File: src/rtl/sample_buffer_pkg.sv
// Shared types and width helpers for the sample buffer and its storage.
package sample_buffer_pkg;

  typedef enum logic [1:0] {
    ST_IDLE = 2'd0,
    ST_SCAN = 2'd1,
    ST_OUT  = 2'd2
  } stream_state_e;

  // Width of an occupancy counter that must represent 0..depth inclusive.
  function automatic int count_w(input int depth);
    return $clog2(depth) + 1;
  endfunction

endpackage

File: src/rtl/sample_buffer_ram.sv
// Sample storage: one write port, a registered read-first read port and an
// asynchronous peek port used by the streaming engine to snapshot entries.
module sample_buffer_ram
  import sample_buffer_pkg::*;
#(
  parameter int DATA_W = 8,
  parameter int DEPTH  = 16,
  parameter int ADDR_W = $clog2(DEPTH)
) (
  input  logic              clk_i,
  input  logic              rst_ni,
  input  logic              wr_en_i,
  input  logic [ADDR_W-1:0] wr_addr_i,
  input  logic [DATA_W-1:0] wr_data_i,
  input  logic              rd_en_i,
  input  logic [ADDR_W-1:0] rd_addr_i,
  output logic [DATA_W-1:0] rd_data_o,
  input  logic [ADDR_W-1:0] peek_addr_i,
  output logic [DATA_W-1:0] peek_data_o
);

  logic [DATA_W-1:0] mem_q [DEPTH];
  logic [DATA_W-1:0] rd_data_q;

  // Contents survive reset; only the bitmap in the top level says what is valid.
  always_ff @(posedge clk_i) begin
    if (wr_en_i) begin
      mem_q[wr_addr_i] <= wr_data_i;
    end
  end

  always_ff @(posedge clk_i or negedge rst_ni) begin
    if (!rst_ni) begin
      rd_data_q <= '0;
    end else if (rd_en_i) begin
      rd_data_q <= mem_q[rd_addr_i];
    end
  end

  assign rd_data_o   = rd_data_q;
  assign peek_data_o = mem_q[peek_addr_i];

endmodule

File: src/rtl/sample_buffer.sv
// Sample store with per-entry valid bitmap, occupancy count, random reads
// and an engine that streams valid entries in ascending address order.
module sample_buffer
  import sample_buffer_pkg::*;
#(
  parameter int DATA_W = 8,
  parameter int DEPTH  = 16,
  parameter int ADDR_W = $clog2(DEPTH)
) (
  input  logic              clk,
  input  logic              rst_n,
  input  logic              wr_en,
  input  logic [ADDR_W-1:0] wr_addr,
  input  logic [DATA_W-1:0] wr_data,
  input  logic              clear,
  input  logic              rd_en,
  input  logic [ADDR_W-1:0] rd_addr,
  output logic [DATA_W-1:0] rd_data,
  output logic              rd_valid,
  output logic              rd_hit,
  output logic [ADDR_W:0]   count,
  input  logic              stream_start,
  output logic              busy,
  output logic              s_valid,
  input  logic              s_ready,
  output logic [DATA_W-1:0] s_data,
  output logic [ADDR_W-1:0] s_addr,
  output logic              s_last,
  output logic              done,
  output logic [1:0]        dbg_state
);

  localparam int                CNT_W   = count_w(DEPTH);
  localparam logic [ADDR_W-1:0] PTR_MAX = ADDR_W'(DEPTH - 1);

  logic [DEPTH-1:0]  valid_q, valid_d;
  logic [CNT_W-1:0]  count_q, count_d;
  logic              rd_valid_q, rd_hit_q;
  stream_state_e     state_q;
  logic [ADDR_W-1:0] ptr_q;
  logic              busy_q, s_valid_q, s_last_q, done_q;
  logic [DATA_W-1:0] s_data_q, ram_peek;
  logic [ADDR_W-1:0] s_addr_q;
  logic [DEPTH-1:0]  above_mask;

  sample_buffer_ram #(
    .DATA_W(DATA_W),
    .DEPTH (DEPTH),
    .ADDR_W(ADDR_W)
  ) u_ram (
    .clk_i      (clk),
    .rst_ni     (rst_n),
    .wr_en_i    (wr_en),
    .wr_addr_i  (wr_addr),
    .wr_data_i  (wr_data),
    .rd_en_i    (rd_en),
    .rd_addr_i  (rd_addr),
    .rd_data_o  (rd_data),
    .peek_addr_i(ptr_q),
    .peek_data_o(ram_peek)
  );

  // Clear lands before a same-cycle write so the written entry stays valid.
  always_comb begin
    valid_d = valid_q;
    if (clear) valid_d = '0;
    if (wr_en) valid_d[wr_addr] = 1'b1;
  end

  always_comb begin
    count_d = '0;
    for (int i = 0; i < DEPTH; i++) begin
      count_d = count_d + CNT_W'(valid_d[i]);
    end
  end

  assign above_mask = ({DEPTH{1'b1}} << ptr_q) << 1;

  always_ff @(posedge clk or negedge rst_n) begin
    if (!rst_n) begin
      valid_q    <= '0;
      count_q    <= '0;
      rd_valid_q <= 1'b0;
      rd_hit_q   <= 1'b0;
    end else begin
      valid_q    <= valid_d;
      count_q    <= count_d;
      rd_valid_q <= rd_en;
      rd_hit_q   <= rd_en & valid_q[rd_addr];
    end
  end

  // Stream handshake: an entry transfers on a rising edge where s_valid and
  // s_ready are both high; while s_valid is high and s_ready is low, s_valid,
  // s_data, s_addr and s_last hold. clear aborts the pass without a done pulse.
  always_ff @(posedge clk or negedge rst_n) begin
    if (!rst_n) begin
      state_q   <= ST_IDLE;
      ptr_q     <= '0;
      busy_q    <= 1'b0;
      s_valid_q <= 1'b0;
      s_data_q  <= '0;
      s_addr_q  <= '0;
      s_last_q  <= 1'b0;
      done_q    <= 1'b0;
    end else begin
      done_q <= 1'b0;
      if (clear) begin
        state_q   <= ST_IDLE;
        busy_q    <= 1'b0;
        s_valid_q <= 1'b0;
      end else begin
        case (state_q)
          ST_IDLE: begin
            if (stream_start) begin
              ptr_q   <= '0;
              busy_q  <= 1'b1;
              state_q <= ST_SCAN;
            end
          end
          ST_SCAN: begin
            if (valid_q[ptr_q]) begin
              s_valid_q <= 1'b1;
              s_data_q  <= ram_peek;
              s_addr_q  <= ptr_q;
              s_last_q  <= ~|(valid_q & above_mask);
              state_q   <= ST_OUT;
            end else if (ptr_q == PTR_MAX) begin
              done_q  <= 1'b1;
              busy_q  <= 1'b0;
              state_q <= ST_IDLE;
            end else begin
              ptr_q <= ptr_q + ADDR_W'(1);
            end
          end
          ST_OUT: begin
            if (s_ready) begin
              s_valid_q <= 1'b0;
              if (s_last_q || ptr_q == PTR_MAX) begin
                done_q  <= 1'b1;
                busy_q  <= 1'b0;
                state_q <= ST_IDLE;
              end else begin
                ptr_q   <= ptr_q + ADDR_W'(1);
                state_q <= ST_SCAN;
              end
            end
          end
          default: state_q <= ST_IDLE;
        endcase
      end
    end
  end

  assign rd_valid  = rd_valid_q;
  assign rd_hit    = rd_hit_q;
  assign count     = count_q;
  assign busy      = busy_q;
  assign s_valid   = s_valid_q;
  assign s_data    = s_data_q;
  assign s_addr    = s_addr_q;
  assign s_last    = s_last_q;
  assign done      = done_q;
  assign dbg_state = state_q;

endmodule

File: config.mk
export PLATFORM = sky130hd
export DESIGN_NAME = sample_buffer
export DESIGN_NICKNAME = d
export VERILOG_FILES = /design/src/rtl/sample_buffer_pkg.sv /design/src/rtl/sample_buffer_ram.sv /design/src/rtl/sample_buffer.sv
export SDC_FILE = /design/constraint.sdc
export NUM_CORES = 1
export LEC_CHECK = 0
export ABC_CLOCK_PERIOD_IN_PS = 10900
export BUFFER_PORTS_ARGS = -buffer_cell sky130_fd_sc_hd__buf_2
export CAP_MARGIN = 20
export CORE_ASPECT_RATIO = 0.7
export CORE_MARGIN = 2
export CORE_UTILIZATION = 45
export DETAILED_ROUTE_END_ITERATION = 7
export PLACE_DENSITY = 0.7
export SLEW_MARGIN = 5
export SYNTH_ARGS = -nofsm -noshare
export SYNTH_HDL_FRONTEND = slang
export SYNTH_HIERARCHICAL = 1
export SYNTH_SLANG_ARGS = --single-unit
File: constraint.sdc
create_clock -name clk -period 10.9 [get_ports clk]
set_clock_uncertainty 0.15 [all_clocks]
set_input_delay 2.18 -clock clk [delete_from_list [all_inputs] [get_ports clk]]
set_output_delay 2.18 -clock clk [all_outputs]
set_load 0.01 [all_outputs]
---- Yosys cells after proc, flatten, opt, wreduce, memory -nomap -nowiden ----
Memories as Yosys holds them, arrays and structs flattened. A register that Yosys moved wholly into a read port is not among the register bits.
Cells that the tools add are included.
operators by class
  add/sub/neg operators ................... 16
  $lt $le $gt $ge ......................... 4
  equal/unequal tests ..................... 15
  shift operators ......................... 1
  multiplexer cells ....................... 40
  bitwise logic cells ..................... 4
  reductions and logical operators ........ 15
operators with widths
  kind                                                        count
  adder 5 x 1 -> 5 bit                                        11
  two-way mux 16 bit                                          2
  two-way mux 1 bit                                           20
  two-way mux 4 bit                                           5
  inequality test 3 bit, second input constant                6
  bitwise AND 16 bit                                          1
  OR 16 bit                                                   1
  OR reduction 16 bit                                         1
  left shift 16 x 4 -> 15 bit, first input constant           1
  less-than comparator 4 x 5 -> 1 bit, second input constant  3
  case mux 4 bit (3 select lines)                             1
  two-way mux 2 bit                                           5
  inequality test 2 bit, second input constant                5
  AND reduction 3 bit                                         3
  binary-select mux 1 bit (select 4 bit)                      2
  AND reduction 7 bit                                         1
  case mux 2 bit (3 select lines)                             1
  AND reduction 6 bit                                         1
  nonzero test 3 bit                                          2
  adder 4 x 1 -> 5 bit                                        1
  adder 3 x 1 -> 4 bit                                        1
  adder 4 x 1 -> 4 bit, second input constant                 1
  demux 1 bit (select 4 bit)                                  1
  == test 4 bit, second input constant                        1
  15 further kinds                                            18
word-level totals
  bits in registers ....................... 37
  memory bits (writable) .................. 128
  input port bits ......................... 23
  output and inout bits ................... 33
  word-level logic and storage cells ...... 107
  memories ................................ 1
memories
  name         words  bits a word  read ports  clocked after Yosys merged registers in  write ports  RTL line                 RTL
  u_ram.mem_q  16     8            2           2                                        1            sample_buffer_ram.sv:22  logic [DATA_W-1:0] mem_q [DEPTH];

---- Longest topological paths before layout ----
  depth in word-level cells ............... 21
  mapped depth ............................ 16
  mapped depth without buffers ............ 15

---- Cells and area by module ----
Netlist, hierarchy kept.
modules (own cells, without submodules)
  module             times used  cells each  area an instance (sq um)  sequential area each (sq um)
  sample_buffer_ram  1           289         6267.3                    4043.9
  sample_buffer      1           249         2715.1                    1126.1

---- Worst setup path before layout ----
OpenSTA, ideal clock, no wires.
  path type ............................... input to register
  from .................................... input port clear
  to ...................................... register count_q[4] (netlist: count[4])
  library setup time ...................... 0.064 ns
  data arrival time ....................... 5.837 ns
  data required time ...................... 10.686 ns
  setup slack ............................. 4.848 ns
  stages on the path ...................... 15
  path buffers ............................ 2
  cells stage by stage .................... clkbuf_1 > inv_1 > clkbuf_1 > o2bb2ai_1 > fa_1 > fa_1 > fa_1 > inv_1 > fa_1 > inv_1 > ha_1 > inv_1 > fa_1 > nor2b_1 > o21a_1
between the ends
  word-level cells in the longest chain between the ends .. 18
ends and longest elaborated chain
  element                                 RTL line             RTL
  start: declaration                      sample_buffer.sv:15  input logic clear,
  two-way mux 16 bit (*)                  sample_buffer.sv:66  if (clear) valid_d = '0;
  OR 16 bit (no source line)              --
  two-way mux 16 bit (*)                  sample_buffer.sv:67  if (wr_en) valid_d[wr_addr] = 1'b1;
  named net valid_d[0]                    sample_buffer.sv:36  logic [DEPTH-1:0] valid_q, valid_d;
  adder 1 x 1 -> 2 bit (*)                sample_buffer.sv:73  count_d = count_d + CNT_W'(valid_d[i]);
  adder 2 x 1 -> 3 bit (*)                sample_buffer.sv:73
  adder 3 x 1 -> 4 bit (*)                sample_buffer.sv:73
  adder 4 x 1 -> 5 bit (*)                sample_buffer.sv:73
  adder 5 x 1 -> 5 bit (*) (11 in a row)  sample_buffer.sv:73
  named net count_d[4]                    sample_buffer.sv:37  logic [CNT_W-1:0] count_q, count_d;
  end signal: assignment                  sample_buffer.sv:87  count_q <= count_d;
  end: declaration                        sample_buffer.sv:37
The timed path passes the listed nets; every way through them passes the cells marked *.
A chain may end at the register's enable or synchronous reset.

---- Final worst setup path ----
  from .................................... input port wr_addr[0]
  to ...................................... register count_q[4] (netlist: count[4])
between the ends
  word-level cells in the longest chain between the ends .. 21
  elaborated cells on any way between the ends .. 22
  those cells by class .................... add/sub (15); order compare (2); mux (3); bitwise (1); reduce/logical (1)
ends and longest elaborated chain
  element                                                                                                    RTL line             RTL
  start: declaration                                                                                         sample_buffer.sv:13  input logic [ADDR_W-1:0] wr_addr,
  less-than comparator 4 x 5 -> 1 bit (implied by the code) or >= comparator 4 x 1 -> 1 bit (tied branches)  sample_buffer.sv:67
  logical AND 1 bit (implied by the code)                                                                    sample_buffer.sv:67
  two-way mux 1 bit (implied by the code)                                                                    sample_buffer.sv:67
  demux 1 bit (select 4 bit) (*)                                                                             sample_buffer.sv:67
  OR 16 bit (no source line) (*)                                                                             --
  two-way mux 16 bit (*)                                                                                     sample_buffer.sv:67
  named net valid_d[0]                                                                                       sample_buffer.sv:36
  adder 1 x 1 -> 2 bit (*)                                                                                   sample_buffer.sv:73
  adder 2 x 1 -> 3 bit (*)                                                                                   sample_buffer.sv:73
  adder 3 x 1 -> 4 bit (*)                                                                                   sample_buffer.sv:73
  adder 4 x 1 -> 5 bit (*)                                                                                   sample_buffer.sv:73
  adder 5 x 1 -> 5 bit (*) (11 in a row)                                                                     sample_buffer.sv:73
  named net count_d[4]                                                                                       sample_buffer.sv:37
Marked as above.

==> metrics.md <==
| Metric | Value |
|---|---|
| Outcome | completed |
| Min cycle time layout | 5.949 ns |
| CP endpoint kind | register |
| Count of input and output buffers | 55 |
| Worst-Skew Late Latency | 0.44 ns |
| Final Hold Viols | 0 |
| Fin Setup TNS | 0 ns |
| Starting Density | 45.62% |
| Share of the synthesized area in the top cell type | 42.79% |
| Global-route usage over all layers | 20.87% |
| Clk root buf | clkbuf_16 |
| Avg WL per Cell | 24.26 um |
| Flop pwr share | 44.9% |
| FFs w/ async S/R, synth | 29.28% |
| Worst Path Buf+Inv | 4 |
| Post-Synthesis Cells | 538 |
| Post-Syn Nets | 584 |
| NetSw | 538.1 uW |
| Post-synth EDFFs | 128 |
| HP Class | reg -> reg |
| Pwr/cell area | 189.7 mW/mm2 |
| Slew margin rel. | 22.47% |
| Comb pwr share | 22.3% |
| Sequential-to-total area share from yosys stat | 57.56% |
| Crit-path max FO | 11 |
| Std cell rows | 43 |
| Switching power share of the total | 28.20% |
| Via count | 5415 |
| RSZ-0062 raised after global routing | false |
| Worst path top cell family by delay | adder cells |
| Final net count | 631 |
| Max cap viols | 0 |
| Share of cells above drive strength 1 | 27.42% |
| CTS tree | done |
| Area leader, netlist | edfxtp_1 |
| CP most frequent cell | fa_1 |
| Final setup viols | 0 |
| P_leak | 0.003689 uW |
| Vias in the first global route | 5255 |
| Routed vias/inst | 6.238 |
| Die W | 172.9 um |
| CP Launch Type | input port |
| Clock Power Share | 32.7% |
| Initial DRC count | 607 |
| DP Wirelength | 14180 um |
| Max stage delay on crit path | 0.55 ns |
| Synth warn | 6 |
| Max Buffers Root-to-Sink | 2 |
| # clock sinks | 181 |
| Final WL | 21060 um |
| Synthesized flop and latch total | 181 |
| DIE HEIGHT | 122.2 um |
| Global-route wire length before repair | 32060 um |
| Max stage delay cell, worst path | fa_1 |
| Top cells by area, synth | edfxtp_1, dfrtp_1, mux4_2 |
| Distinct cells, synth | 58 |
| Worst VDD drop | 124.1 uV |
| # fillers | 1608 |
| Upper clock frequency limit | 168.1 MHz |
| Total congestion overflow | 0 |
| Post-CTS Setup Bufs | 0 |
| Clk slew on worst S/H paths | 0.06 ns |
| ANT nets after route | 0 |
| Slew @ Worst Pin | 1.159 ns |
| CP Class | in -> reg |
| Layout area overhead | 11.99% |
| DIE AREA | 0.02113 mm2 |
| Synthesized area | 0.008982 mm2 |
| Cell Chain, Critical Path | buf_2 > or3b_2 > o2bb2ai_1 > fa_1 > fa_1 > fa_1 > inv_1 > fa_1 > inv_1 > ha_1 > inv_1 > fa_1 > nor2b_1 > o21a_1 |
| Crit path DAT | 6.17 ns |
| CP required | 11.12 ns |
| First-pass detailed-route iteration total | 6 |
| CTS Buf Count | 17 |
| IO Pins | 56 |
| Core Area | 0.01969 mm2 |
| RD Place Congestion | 0.9155 |
| Number of H-tree levels | 4 |
| Largest net degree at the start of global routing | 54 |
| Resize count post-CTS | 0 |
| DP Worst Slack | 4.496 ns |
| Post-route setup slack | 4.951 ns |
| Hold buffer count at cts | 0 |
| Int Power | 1370 uW |
| Final Max Tran Viols | 0 |
| Diode count | 0 |
| Initial antenna violation count | 0 |
| Number of remaining DRC errors | 0 |
| Crit share post-route | 54.58% |
| Prevailing post-synth register cell | edfxtp_1 |
| Synthesized area per cell | 16.70 um2 |
-- Yosys cell counts (all sizes together), types with 4 or more instances --
| cell | instances |
|---|---|
| nor2 | 28 |
| mux4 | 79 |
| mux2 | 9 |
| a21oi | 13 |
| nand3 | 6 |
| o2bb2ai | 7 |
| o21ai | 10 |
| and2 | 4 |
| ha | 13 |
| o22ai | 15 |
| edfxtp | 128 |
| inv | 34 |
| a221oi | 9 |
| dfrtp | 53 |
| fa | 10 |
| clkbuf | 6 |
| nand3b | 4 |
| mux2i | 15 |
| buf | 24 |
| o21a | 4 |
| nor3 | 5 |
| nand2b | 7 |
| nor2b | 6 |
| nand2 | 14 |
| a31oi | 4 |
-- kinds of logic after synthesis --
logic type | count (synthesis) | synth area share [%]
flops | 181 | 57.56
buf+inv | 65 | 3.538
xor+xnor | 2 | 0.1950
simple gates | 84 | 4.667
compound gates | 80 | 6.394
mux | 103 | 23.61
fa+ha+maj | 23 | 4.040
-- routing by layer --
metal,share of wire (%),up-vias,routed length [um],GRT usage (%)
met1,41,2790,8692,28.54
met2,45,307,9579,31.25
met5,0,-,0,1.389
met3,11,39,2405,7.772
met4,1.8,0,379,6.409
li1,-,2279,-,-
-- worst paths after layout --
check / from / slack [ns] / cells after the start / endpoint
min in group asynchronous: rst_n / 1.73 / 2 / count[1]
max: wr_addr[0] / 4.95 / 14 / count[4]
max in group asynchronous: rst_n / 8.34 / 2 / ptr_q[1]
min reg2reg: s_addr[3] / 0.35 / 1 / s_addr[3]
min: s_addr[3] / 0.35 / 1 / s_addr[3]
max reg2reg: valid_q[13] / 6.92 / 15 / count[4]
-- flip-flops by register name (all words and copies together) (netlist names), 2 cells and up --
name	flops
s_data	8
ptr_q	4
u_ram/rd_data_o	8
count	5
s_addr	4
u_ram/mem_q	128
valid_q	16
dbg_state	2
-- cell type report --
type / instances / area (um2) / area share [%]
clock buffers: 20 / 446.7 / 4.440
clock inverters: 12 / 155.1 / 1.542
inverters: 35 / 131.4 / 1.306
multi-input cells: 292 / 3515 / 34.94
flip-flops and latches: 181 / 5172 / 51.42
well taps: 270 / 337.8 / 3.358
repair buffers: 58 / 301.5 / 2.998
-- worst register-to-register path, stage by stage, from the launching register on --
cell     delay, ns
dfrtp_1       0.42
inv_1         0.08
o22ai_1       0.20
inv_1         0.08
fa_1          0.48
inv_1         0.05
fa_1          0.49
fa_1          0.50
inv_1         0.05
fa_1          0.44
inv_1         0.06
ha_1          0.17
inv_1         0.07
fa_1          0.41
nor2b_1       0.14
o21a_1        0.13
-- through the flow --
stage	power, uW	cell area (um2)	util (%)	hold WS [ns]	cells
after global routing	1986	10060	51.09	0.3746	868
after detailed placement	1295	9447	47.97	0.3404	835
after CTS	1915	10050	51.03	0.3555	867
final	1908	10060	51.09	0.3482	868
after floorplan	1164	8982	-	0.3580	538
after global placement	1285	9447	47.97	0.3333	835
-- cells in the final DEF (no fill, tap or decap), types with 13 or more instances in the layout --
master     Yosys  routed
clkbuf_16      0      17
mux4_1        24      24
buf_2          9      55
a21oi_1       13      13
inv_1         34      34
edfxtp_1     128     128
mux4_2        55      55
mux2i_1       15      15
nand2_1       14      14
ha_1          13      13
o22ai_1       15      15
dfrtp_1       53      51
nor2_1        28      28
-- power groups by stage --
stage	Combinational, uW	Clock, uW	Sequential, uW
detailed placement	423	0	872
global route	459	661	866
floorplan	315	0	849
finish	426	624	857
global placement	416	0	869
CTS	424	633	858
Power figures use the tool's default switching activity.
